<file path="config.mk">
export PLATFORM = sky130hd
export DESIGN_NAME = vga_timing_gen
export DESIGN_NICKNAME = d
export VERILOG_FILES = /design/src/rtl/vga_timing_gen.sv
export SDC_FILE = /design/constraint.sdc
export NUM_CORES = 1
export LEC_CHECK = 0
export BUFFER_PORTS_ARGS = -buffer_cell sky130_fd_sc_hd__buf_2
export CAP_MARGIN = 30
export CORE_MARGIN = 5
export CORE_UTILIZATION = 62
export CTS_BUF_LIST = sky130_fd_sc_hd__clkbuf_4 sky130_fd_sc_hd__clkbuf_8
export CTS_CLUSTER_DIAMETER = 50
export DETAILED_ROUTE_END_ITERATION = 12
export PLACE_DENSITY_LB_ADDON = 0.15
export SLEW_MARGIN = 5
export SYNTH_ARGS = -nofsm -noshare
export SYNTH_HDL_FRONTEND = slang
export SYNTH_SLANG_ARGS = --single-unit
</file>
<file path="constraint.sdc">
create_clock -name clk -period 8 [get_ports clk]
set_clock_uncertainty 0.2 [all_clocks]
set_input_delay 0.4 -clock clk [delete_from_list [all_inputs] [get_ports clk]]
set_output_delay 0.4 -clock clk [all_outputs]
set_load 0.02 [all_outputs]
</file>
<file path="src/rtl/vga_timing_gen.sv">
`default_nettype none
// +--------------------------------------------------------------------------+
// | Module   : vga_timing_gen                                                |
// | Purpose  : Parametrised VGA sync/timing master with a mode-selectable    |
// |            2-bit-per-channel test pattern. Runs on a single clock and    |
// |            advances only on cycles qualified by pix_en.                  |
// | Revision : 1.0 - first parametrised release (replaces fixed 640x400)    |
// +--------------------------------------------------------------------------+
// | Ports                                                                    |
// |   clk          in   1   system clock                                     |
// |   rst          in   1   synchronous active-high reset                    |
// |   pix_en       in   1   pixel-clock enable                               |
// |   vga_state    in   2   pattern select, latched on entry to (0,0)        |
// |   x, y         out  CW  current pixel position                           |
// |   hsync/vsync  out  1   syncs, polarity set by H_SYNC_POL / V_SYNC_POL   |
// |   display_en   out  1   (x,y) inside visible area                        |
// |   vga_r/g/b    out  2   pattern colour, 0 outside visible area           |
// |   line_start   out  1   one-clk strobe when x becomes 0                  |
// |   frame_start  out  1   one-clk strobe when (x,y) becomes (0,0)          |
// |   frame_count  out  8   frames started since reset (wraps)               |
// +--------------------------------------------------------------------------+
// | Every porch and pulse width must be at least 1, and CW must be at least  |
// | 9 so the colour-bar index x[8:6] exists.                                 |
// +--------------------------------------------------------------------------+
module vga_timing_gen #(
  parameter int H_VISIBLE  = 640,
  parameter int H_FRONT    = 16,
  parameter int H_PULSE    = 96,
  parameter int H_BACK     = 48,
  parameter int V_VISIBLE  = 400,
  parameter int V_FRONT    = 12,
  parameter int V_PULSE    = 2,
  parameter int V_BACK     = 35,
  parameter bit H_SYNC_POL = 1'b0,
  parameter bit V_SYNC_POL = 1'b1,
  parameter int CW         = 11
) (
  input  logic          clk,
  input  logic          rst,
  input  logic          pix_en,
  input  logic [1:0]    vga_state,
  output logic [CW-1:0] x,
  output logic [CW-1:0] y,
  output logic          hsync,
  output logic          vsync,
  output logic          display_en,
  output logic [1:0]    vga_r,
  output logic [1:0]    vga_g,
  output logic [1:0]    vga_b,
  output logic          line_start,
  output logic          frame_start,
  output logic [7:0]    frame_count
);

  localparam int H_TOTAL = H_VISIBLE + H_FRONT + H_PULSE + H_BACK;
  localparam int V_TOTAL = V_VISIBLE + V_FRONT + V_PULSE + V_BACK;

  // First coordinate of each region, and the last coordinate of a line/frame.
  localparam logic [CW-1:0] c_H_FP_X = CW'(H_VISIBLE);
  localparam logic [CW-1:0] c_H_SP_X = CW'(H_VISIBLE + H_FRONT);
  localparam logic [CW-1:0] c_H_BP_X = CW'(H_VISIBLE + H_FRONT + H_PULSE);
  localparam logic [CW-1:0] c_H_LAST = CW'(H_TOTAL - 1);
  localparam logic [CW-1:0] c_V_FP_Y = CW'(V_VISIBLE);
  localparam logic [CW-1:0] c_V_SP_Y = CW'(V_VISIBLE + V_FRONT);
  localparam logic [CW-1:0] c_V_BP_Y = CW'(V_VISIBLE + V_FRONT + V_PULSE);
  localparam logic [CW-1:0] c_V_LAST = CW'(V_TOTAL - 1);

  // Horizontal and vertical region encodings
  localparam logic [1:0] H_VIS = 2'd0;
  localparam logic [1:0] H_FP  = 2'd1;
  localparam logic [1:0] H_SP  = 2'd2;
  localparam logic [1:0] H_BP  = 2'd3;
  localparam logic [1:0] V_VIS = 2'd0;
  localparam logic [1:0] V_FP  = 2'd1;
  localparam logic [1:0] V_SP  = 2'd2;
  localparam logic [1:0] V_BP  = 2'd3;

  // Registered state and outputs
  logic [CW-1:0] r_x;
  logic [CW-1:0] r_y;
  logic [1:0]    r_h_state;
  logic [1:0]    r_v_state;
  logic          r_hsync;
  logic          r_vsync;
  logic          r_display_en;
  logic [1:0]    r_vga_r;
  logic [1:0]    r_vga_g;
  logic [1:0]    r_vga_b;
  logic          r_line_start;
  logic          r_frame_start;
  logic [7:0]    r_frame_count;
  logic [1:0]    r_mode;

  // Next-position decode
  logic          w_x_wrap;
  logic          w_y_wrap;
  logic          w_frame_wrap;
  logic [CW-1:0] w_x_next;
  logic [CW-1:0] w_y_next;
  logic [7:0]    w_fc_next;
  logic [1:0]    w_mode_next;
  logic [1:0]    w_h_state_next;
  logic [1:0]    w_v_state_next;

  // Next output values
  logic          w_hsync_next;
  logic          w_vsync_next;
  logic          w_de_next;
  logic          w_checker;
  logic [1:0]    w_r_next;
  logic [1:0]    w_g_next;
  logic [1:0]    w_b_next;

  // ---------------------------------------------------------------------
  // Position counters one pix_en step ahead
  // ---------------------------------------------------------------------
  assign w_x_wrap     = (r_x == c_H_LAST);
  assign w_y_wrap     = (r_y == c_V_LAST);
  assign w_frame_wrap = w_x_wrap & w_y_wrap;

  assign w_x_next  = w_x_wrap ? '0 : r_x + CW'(1);
  assign w_y_next  = !w_x_wrap ? r_y : (w_y_wrap ? '0 : r_y + CW'(1));
  assign w_fc_next = w_frame_wrap ? r_frame_count + 8'd1 : r_frame_count;

  // The pattern mode only changes on the step that enters (0,0), so the
  // whole frame, including its first pixel, is drawn in one mode.
  assign w_mode_next = w_frame_wrap ? vga_state : r_mode;

  // ---------------------------------------------------------------------
  // State register (process 1 of 3): all outputs load together so that
  // syncs and colour always describe the same (x,y) as the coordinates.
  // ---------------------------------------------------------------------
  always_ff @(posedge clk) begin
    if (rst) begin
      r_x           <= c_H_LAST;
      r_y           <= c_V_LAST;
      r_h_state     <= H_BP;
      r_v_state     <= V_BP;
      r_hsync       <= ~H_SYNC_POL;
      r_vsync       <= ~V_SYNC_POL;
      r_display_en  <= 1'b0;
      r_vga_r       <= 2'b00;
      r_vga_g       <= 2'b00;
      r_vga_b       <= 2'b00;
      r_line_start  <= 1'b0;
      r_frame_start <= 1'b0;
      r_frame_count <= 8'hFF;
      r_mode        <= 2'd0;
    end else begin
      // Strobes last one clk regardless of pix_en.
      r_line_start  <= pix_en & w_x_wrap;
      r_frame_start <= pix_en & w_frame_wrap;
      if (pix_en) begin
        r_x           <= w_x_next;
        r_y           <= w_y_next;
        r_h_state     <= w_h_state_next;
        r_v_state     <= w_v_state_next;
        r_hsync       <= w_hsync_next;
        r_vsync       <= w_vsync_next;
        r_display_en  <= w_de_next;
        r_vga_r       <= w_r_next;
        r_vga_g       <= w_g_next;
        r_vga_b       <= w_b_next;
        r_frame_count <= w_fc_next;
        r_mode        <= w_mode_next;
      end
    end
  end

  // ---------------------------------------------------------------------
  // Next-state logic (process 2 of 3): each region is left when the next
  // coordinate reaches the first coordinate of the following region.
  // The vertical FSM can only move on the step where x wraps.
  // ---------------------------------------------------------------------
  always_comb begin
    w_h_state_next = r_h_state;
    case (r_h_state)
      H_VIS:   if (w_x_next == c_H_FP_X) w_h_state_next = H_FP;
      H_FP:    if (w_x_next == c_H_SP_X) w_h_state_next = H_SP;
      H_SP:    if (w_x_next == c_H_BP_X) w_h_state_next = H_BP;
      default: if (w_x_wrap)             w_h_state_next = H_VIS;
    endcase
  end

  always_comb begin
    w_v_state_next = r_v_state;
    if (w_x_wrap) begin
      case (r_v_state)
        V_VIS:   if (w_y_next == c_V_FP_Y) w_v_state_next = V_FP;
        V_FP:    if (w_y_next == c_V_SP_Y) w_v_state_next = V_SP;
        V_SP:    if (w_y_next == c_V_BP_Y) w_v_state_next = V_BP;
        default: if (w_y_wrap)             w_v_state_next = V_VIS;
      endcase
    end
  end

  // ---------------------------------------------------------------------
  // Output logic (process 3 of 3): decoded from the next state/position.
  // ---------------------------------------------------------------------
  always_comb begin
    w_hsync_next = (w_h_state_next == H_SP) ? H_SYNC_POL : ~H_SYNC_POL;
    w_vsync_next = (w_v_state_next == V_SP) ? V_SYNC_POL : ~V_SYNC_POL;
    w_de_next    = (w_h_state_next == H_VIS) && (w_v_state_next == V_VIS);
  end

  // Checker cell bit is bit 5 of (x + frame_count); only the low six bits
  // of each operand can influence it, so a 6-bit modular sum suffices.
  assign w_checker = ((w_x_next[5:0] + w_fc_next[5:0]) >= 6'd32) ^ w_y_next[5];

  always_comb begin
    w_r_next = 2'b00;
    w_g_next = 2'b00;
    w_b_next = 2'b00;
    if (w_de_next) begin
      case (w_mode_next)
        2'd1: begin
          w_r_next = 2'b11;
          w_g_next = 2'b11;
          w_b_next = 2'b11;
        end
        2'd2: begin
          // 64-pixel bars, bar index = x[8:6]
          w_r_next = {2{w_x_next[8]}};
          w_g_next = {2{w_x_next[7]}};
          w_b_next = {2{w_x_next[6]}};
        end
        2'd3: begin
          w_r_next = {2{w_checker}};
          w_g_next = {2{w_checker}};
          w_b_next = {2{w_checker}};
        end
        default: begin
          // mode 0: black
          w_r_next = 2'b00;
          w_g_next = 2'b00;
          w_b_next = 2'b00;
        end
      endcase
    end
  end

  assign x           = r_x;
  assign y           = r_y;
  assign hsync       = r_hsync;
  assign vsync       = r_vsync;
  assign display_en  = r_display_en;
  assign vga_r       = r_vga_r;
  assign vga_g       = r_vga_g;
  assign vga_b       = r_vga_b;
  assign line_start  = r_line_start;
  assign frame_start = r_frame_start;
  assign frame_count = r_frame_count;

endmodule
`default_nettype wire

</file>
==> results of run 1 <==
==> cells by family (layout without fill, tap and decap cells) <==
| group | count (synthesis) | count (layout) |
|---|---|---|
| flops | 44 | 44 |
| simple gates | 159 | 159 |
| xor+xnor | 25 | 25 |
| compound gates | 84 | 84 |
| buf+inv | 36 | 63 |
| mux | 4 | 4 |
| fa+ha+maj | 10 | 10 |
==> power breakdown <==
group          internal (mW)  switching (mW)
registers              0.236          0.0271
logic                 0.0844           0.136
clock network         0.0772          0.0715
total                  0.398           0.235
==> worst min-delay path: stages (launching register included) <==
cell and delay, ns:
dfxtp_1 0.33, nand2_1 0.05, o31ai_1 0.06
==> cell usage after synthesis (3+ instances only) <==
library cell	n
dfxtp_1	44
nor2_1	41
nand2_1	29
a21oi_1	23
nand3_1	16
xor2_1	16
o21ai_0	15
clkbuf_1	14
nor3_1	14
ha_1	10
nand2b_1	10
inv_1	9
nand4_1	9
xnor2_1	9
and3_1	7
and4_1	6
o21bai_1	6
o31ai_1	6
a211o_1	5
buf_2	5
or3_1	5
a21o_1	4
nor2b_1	4
a211oi_1	3
a221o_1	3
a32oi_1	3
buf_4	3
mux2i_1	3
==> sequential cells by signal, summed over array words and instances (netlist names), 2 cells and up <==
| signal | count |
|---|---|
| frame_count | 8 |
| r_h_state | 2 |
| r_mode | 2 |
| r_v_state | 2 |
| x | 11 |
| y | 11 |
==> layer usage <==
metal,vias to the layer above,global-route usage [%],routed length [µm]
met5,-,0,0
met3,7,4.46,453
met2,102,35.2,3010
met4,0,5.94,95
li1,1353,-,-
met1,1250,32.3,3270
==> final cells by class <==
type | count | area (µm²)
fillers | 379 | 1290
well taps | 52 | 65.1
clock buffers | 8 | 97.6
flip-flops and latches | 44 | 881
repair buffers | 45 | 225
multi-input cells | 282 | 1840
inverters | 10 | 37.5
==> worst max-delay path by stage <==
stage | start | endpoint | slack (ns) | cells after the start
floorplan | x[0]$_SDFFE_PP1P_ | vga_b[0]$_SDFFE_PP0P_ | 4.48 | 16
global placement | x[0]$_SDFFE_PP1P_ | vga_b[0]$_SDFFE_PP0P_ | 4.00 | 13
detailed placement | x[0]$_SDFFE_PP1P_ | vga_g[0]$_SDFFE_PP0P_ | 3.86 | 13
CTS | x[0]$_SDFFE_PP1P_ | vga_g[0]$_SDFFE_PP0P_ | 3.82 | 13
global route | x[0]$_SDFFE_PP1P_ | vga_g[0]$_SDFFE_PP0P_ | 3.44 | 13
finish | x[0]$_SDFFE_PP1P_ | vga_g[0]$_SDFFE_PP0P_ | 3.77 | 13
==> layout by cell type, fill, tap and decap left out, types with 3 or more instances in the layout <==
master and n:
mux2i_1 3, inv_1 9, or3_1 5, nor2_1 41
o31ai_1 6, clkbuf_8 6, nor2b_1 4, a21o_1 4
a21oi_1 23, nand2_1 29, ha_1 10, and3_1 7
a211oi_1 3, o21ai_0 15, xnor2_1 9, nand2b_1 10
and4_1 6, xor2_1 16, o21bai_1 6, a211o_1 5
nand3_1 16, a221o_1 3, nor3_1 14, nand4_1 9
a32oi_1 3, buf_2 45, dfxtp_1 44
==> per-stage QoR <==
stage	setup WS [ns]	utilization, %	power (mW)
floorplan	4.48	-	0.433
global placement	4.00	68.7	0.478
detailed placement	3.86	68.7	0.484
CTS	3.82	70.9	0.633
global route	3.44	70.9	0.676
finish	3.77	70.9	0.632
==> impl_metrics.tcl, run 1 <==
set metrics [dict create \
    status "finished, final reports clean" \
    synth_fa_ha_area_share_pct 4.32 \
    synthXorXnorAreaFrac_pct 7.56 \
    maxCapViolCount 0 \
    start_util_pct 65.1 \
    dpl-instance-area_um2 3050 \
    route.detailed.drc 0 \
    nNetsFinal 403 \
    crit_type "flip-flop to flip-flop" \
    crit_family "simple AND/OR/NAND/NOR gates" \
    synth_top_family_by_area "simple AND/OR/NAND/NOR gates" \
    insertion_delay_ns 0.30 \
    grt_pass1_vias 2329 \
    ant_nets 0 \
    rows 24 \
    rrSetupSlack_ns 3.77 \
    slowest_stage "and3_1" \
    postCtsSetupRepairBufs 0 \
    cts-resized-gates 0 \
    synthArstFlopShare_pct 0 \
    maxSlewViolCount 0 \
    diodes 0 \
    holdPathEnd "display_en$_SDFFE_PP0P_" \
    finalHoldViolCount 0 \
    synth_simple_gate_area_share_pct 29.9 \
    reg2regPathDepth 13 \
    finalSetupViolations 0 \
    synth_area_leaders "dfxtp_1, nor2_1, xor2_1" \
    dp_cells 433 \
    grt-ovfl-total 0 \
    synth_nets 377 \
    io_buffers 45 \
    antenna_found_initial 0 \
    whs_ns 0.267 \
    p_leak_nw 1.30 \
    drt-total-wl_mm 6.82 \
    critical_path_buf_inv_count 0 \
    crit_fanout 15 \
    netlist_area_um2 2900 \
    max_freq_ghz 0.236 \
    ys_ff_latch 44 \
    ctsHoldBuffers 0 \
    synth_top_area_cell "dfxtp_1" \
    drive_gt1_share_pct 17.2 \
    vias 2712 \
    area.growth.synth_to_final_pct 8.82 \
    max_slew.worst_pin.slew_ns 0.709 \
    p_per_area_nw_per_um2 201 \
    hp-class "flip-flop to flip-flop" \
    cts.sink_count 44 \
    ir_worst_vdd_v 0.000110 \
    drtPass1Iterations 5 \
    clockBufferDepth 2 \
    worst_r2r_startpoint "x[0]$_SDFFE_PP1P_" \
    wl_per_cell_um 15.5 \
    clk_pin_slew_ns 0.08 \
    numCtsBuffers 5 \
    htreeDepth 2 \
    finalWeightedCongestion 0.855 \
    tns_ns 0 \
    hp-start "display_en$_SDFFE_PP0P_" \
    ys_seq_area_share_pct 30.4 \
    die_x_um 78.3 \
    synth_mux_area_share_pct 1.43 \
    start_kind "flip-flop" \
    syn_inst 362 \
    fin_area_um2 3150 \
    grt_max_degree 41 \
    fp.dieH_um 78.3 \
    synth_compound_area_share_pct 20.4 \
    dieArea_um2 6140 \
    synth_top_area_share_pct 30.4 \
    ios 46 \
    cp-end-kind "flip-flop" \
    cp_cell_sequence "ha_1, and4_1, and3_1, and2_1, mux2_2, ha_1, a21o_1, a21oi_1, o21ai_0, a21o_1, nand3_1, nand2b_1, o31ai_1" \
    r2r_end "vga_g[0]$_SDFFE_PP0P_" \
    hold_depth 2 \
    fin_cells 441 \
    avgSynthCellArea_um2 8.00 \
    arrival_ns 4.24 \
    via_per_inst 6.15 \
    dp_hpwl_mm 4.87 \
    ys_types 58 \
    grt_usage_pct 22.7 \
    slowest_delay_ns 0.57 \
    cts_tree "built" \
    ys_warn_count 0 \
    fin_crit_sh_pct 52.9 \
    ys.flop_type "dfxtp_1" \
    required_ns 8.01 \
    drtIter0Drc 243 \
    cts_root_buf "clkbuf_8" \
    slew_headroom_pct 52.7 \
    synth_edf_count 0 \
    core_area_um2 4440 \
    rsz0062_at_grt "false" \
    grt_first_pass_wirelength_mm 11.4 \
    period_needed_ns 4.23 \
]
(Power assumes the default switching activity.)
==> run 2: changes to the inputs <==
--- a/config.mk
+++ b/config.mk
@@ -8,7 +8,7 @@
 export BUFFER_PORTS_ARGS = -buffer_cell sky130_fd_sc_hd__buf_2
 export CAP_MARGIN = 30
 export CORE_MARGIN = 5
-export CORE_UTILIZATION = 62
+export CORE_UTILIZATION = 53
 export CTS_BUF_LIST = sky130_fd_sc_hd__clkbuf_4 sky130_fd_sc_hd__clkbuf_8
 export CTS_CLUSTER_DIAMETER = 50
 export DETAILED_ROUTE_END_ITERATION = 12
==> constraint.sdc (replaced) <==
create_clock -name clk -period 3.87 [get_ports clk]
set_clock_uncertainty 0.2 [all_clocks]
set_input_delay 0.1935 -clock clk [delete_from_list [all_inputs] [get_ports clk]]
set_output_delay 0.1935 -clock clk [all_outputs]
set_load 0.02 [all_outputs]
==> run 2 against run 1 <==
  * Utilization is 11 points lower
  * Cell area is 1.9% higher
  * First-iteration DRC count is 35% lower
  * Critical path depth is 2 higher
  * Sequential power is 110% higher
  * Total power is 100% higher
  * Final cell count is 5.9% higher
  * Maximum frequency is 21% higher
==> impl_metrics.tcl, run 2 (same netlist as run 1, synthesis figures left out) <==
set metrics [dict create \
    fin_crit_sh_pct 90.5 \
    grt-ovfl-total 0 \
    finalWeightedCongestion 0.849 \
    arrival_ns 3.51 \
    insertion_delay_ns 0.29 \
    finalHoldViolCount 0 \
    required_ns 3.88 \
    status "finished, final reports clean" \
    power_mw 1.29 \
    drive_gt1_share_pct 18.5 \
    area.growth.synth_to_final_pct 10.9 \
    diodes 0 \
    post-place-ws_ns 0.401 \
    drt-total-wl_mm 7.15 \
    p_leak_nw 1.33 \
    route.detailed.drc 0 \
    slew_headroom_pct 53.8 \
    ctsHoldBuffers 0 \
    clk_pin_slew_ns 0.08 \
    grt_max_degree 41 \
    drtPass1Iterations 5 \
    startpoint "x[0]$_SDFFE_PP1P_" \
    crit_fanout 10 \
    fp.dieH_um 83.9 \
    ios 46 \
    crit_type "flip-flop to flip-flop" \
    cts.sink_count 44 \
    max_freq_ghz 0.285 \
    numCtsBuffers 5 \
    cts_tree "built" \
    cts-resized-gates 0 \
    final_cell_mix "buf_2, dfxtp_1, nor2_1" \
    fillers 504 \
    finalSetupViolations 0 \
    cp-end-kind "flip-flop" \
    start_kind "flip-flop" \
    p_per_area_nw_per_um2 401 \
    vias 2732 \
    hp-class "primary input to flip-flop" \
    via_per_inst 5.85 \
    start_util_pct 53.6 \
    tns_ns 0 \
    max_slew.worst_pin.slew_ns 0.693 \
    ant_nets 0 \
    postCtsSetupRepairBufs 0 \
    worst_r2r_startpoint "x[0]$_SDFFE_PP1P_" \
    maxSlewViolCount 0 \
    htreeDepth 2 \
    antenna_found_initial 0 \
    rsz0062_at_grt "false" \
    cts_root_buf "clkbuf_8" \
    grt_pass1_vias 2482 \
    drtIter0Drc 157 \
    fin_ws_ns 0.366 \
    die_x_um 83.9 \
    dp_hpwl_mm 5.18 \
    io_buffers 45 \
    wl_per_cell_um 15.3 \
    grt_first_pass_wirelength_mm 12.0 \
    whs_ns 0.190 \
    nNetsFinal 410 \
    core_area_um2 5410 \
    period_needed_ns 3.50 \
    ir_worst_vdd_v 0.000214 \
    hp-start "vga_state[0]" \
    dieArea_um2 7040 \
    rows 27 \
    grt_usage_pct 20.3 \
    maxCapViolCount 0 \
    clockBufferDepth 2 \
    layout_commonest_cell "buf_2" \
]
run 2: cell count changes in the layout (fill, tap and decap cells not counted), sizes merged:
cell	delta
clkbuf	-2
buf	+7
clkinv	+1
run 2: final timing paths:
check / to / slack [ns] / cells after the start
hold reg to reg: display_en$_SDFFE_PP0P_ / 0.26 / 2
hold / removal: r_mode[0]$_SDFFE_PP0P_ / 0.19 / 3
setup reg to reg: vga_r[0]$_SDFFE_PP0P_ / 0.37 / 15
setup / recovery: vga_r[0]$_SDFFE_PP0P_ / 0.37 / 15
run 2: per-stage QoR:
stage	area, µm²	util [%]	cells
after floorplan	2900	-	362
final	3210	59.4	467
after global placement	3130	57.9	460
after global routing	3210	59.4	467
after CTS	3210	59.4	467
after detailed placement	3130	57.9	460
run 2: layout make-up:
class,instances,area [µm²],share of cell area (%)
multi-input combinational,282,1840,57.4
sequential,44,881,27.4
timing repair buffer,52,278,8.65
tap,72,90.1,2.80
clock buffer,6,76.3,2.38
inverter,10,37.5,1.17
clock inverter,1,5.00,0.156
run 2: layer usage:
layer	GRT usage (%)	wire length, µm	vias to the layer above
met5	0	0	-
met4	6.14	108	0
met3	4.34	525	8
met2	31.4	3130	98
met1	28.3	3380	1261
li1	-	-	1365
run 2: critical path: stages, from the launching register on:
cell	delay, ns
dfxtp_1	0.45
ha_1	0.29
and4_1	0.41
and3_1	0.23
and2_1	0.16
buf_4	0.19
nand2_1	0.10
nor2_1	0.13
xor2_1	0.17
ha_1	0.26
a21oi_1	0.13
o21ai_0	0.12
nand3_1	0.13
a21oi_1	0.06
nand2b_1	0.17
o31ai_1	0.22
run 2: where the power goes:
group,switching [mW],internal (mW),total [mW],leakage (nW)
Sequential,0.0568,0.487,0.544,0.359
Clock,0.147,0.130,0.277,0.0445
Combinational,0.283,0.184,0.467,0.926
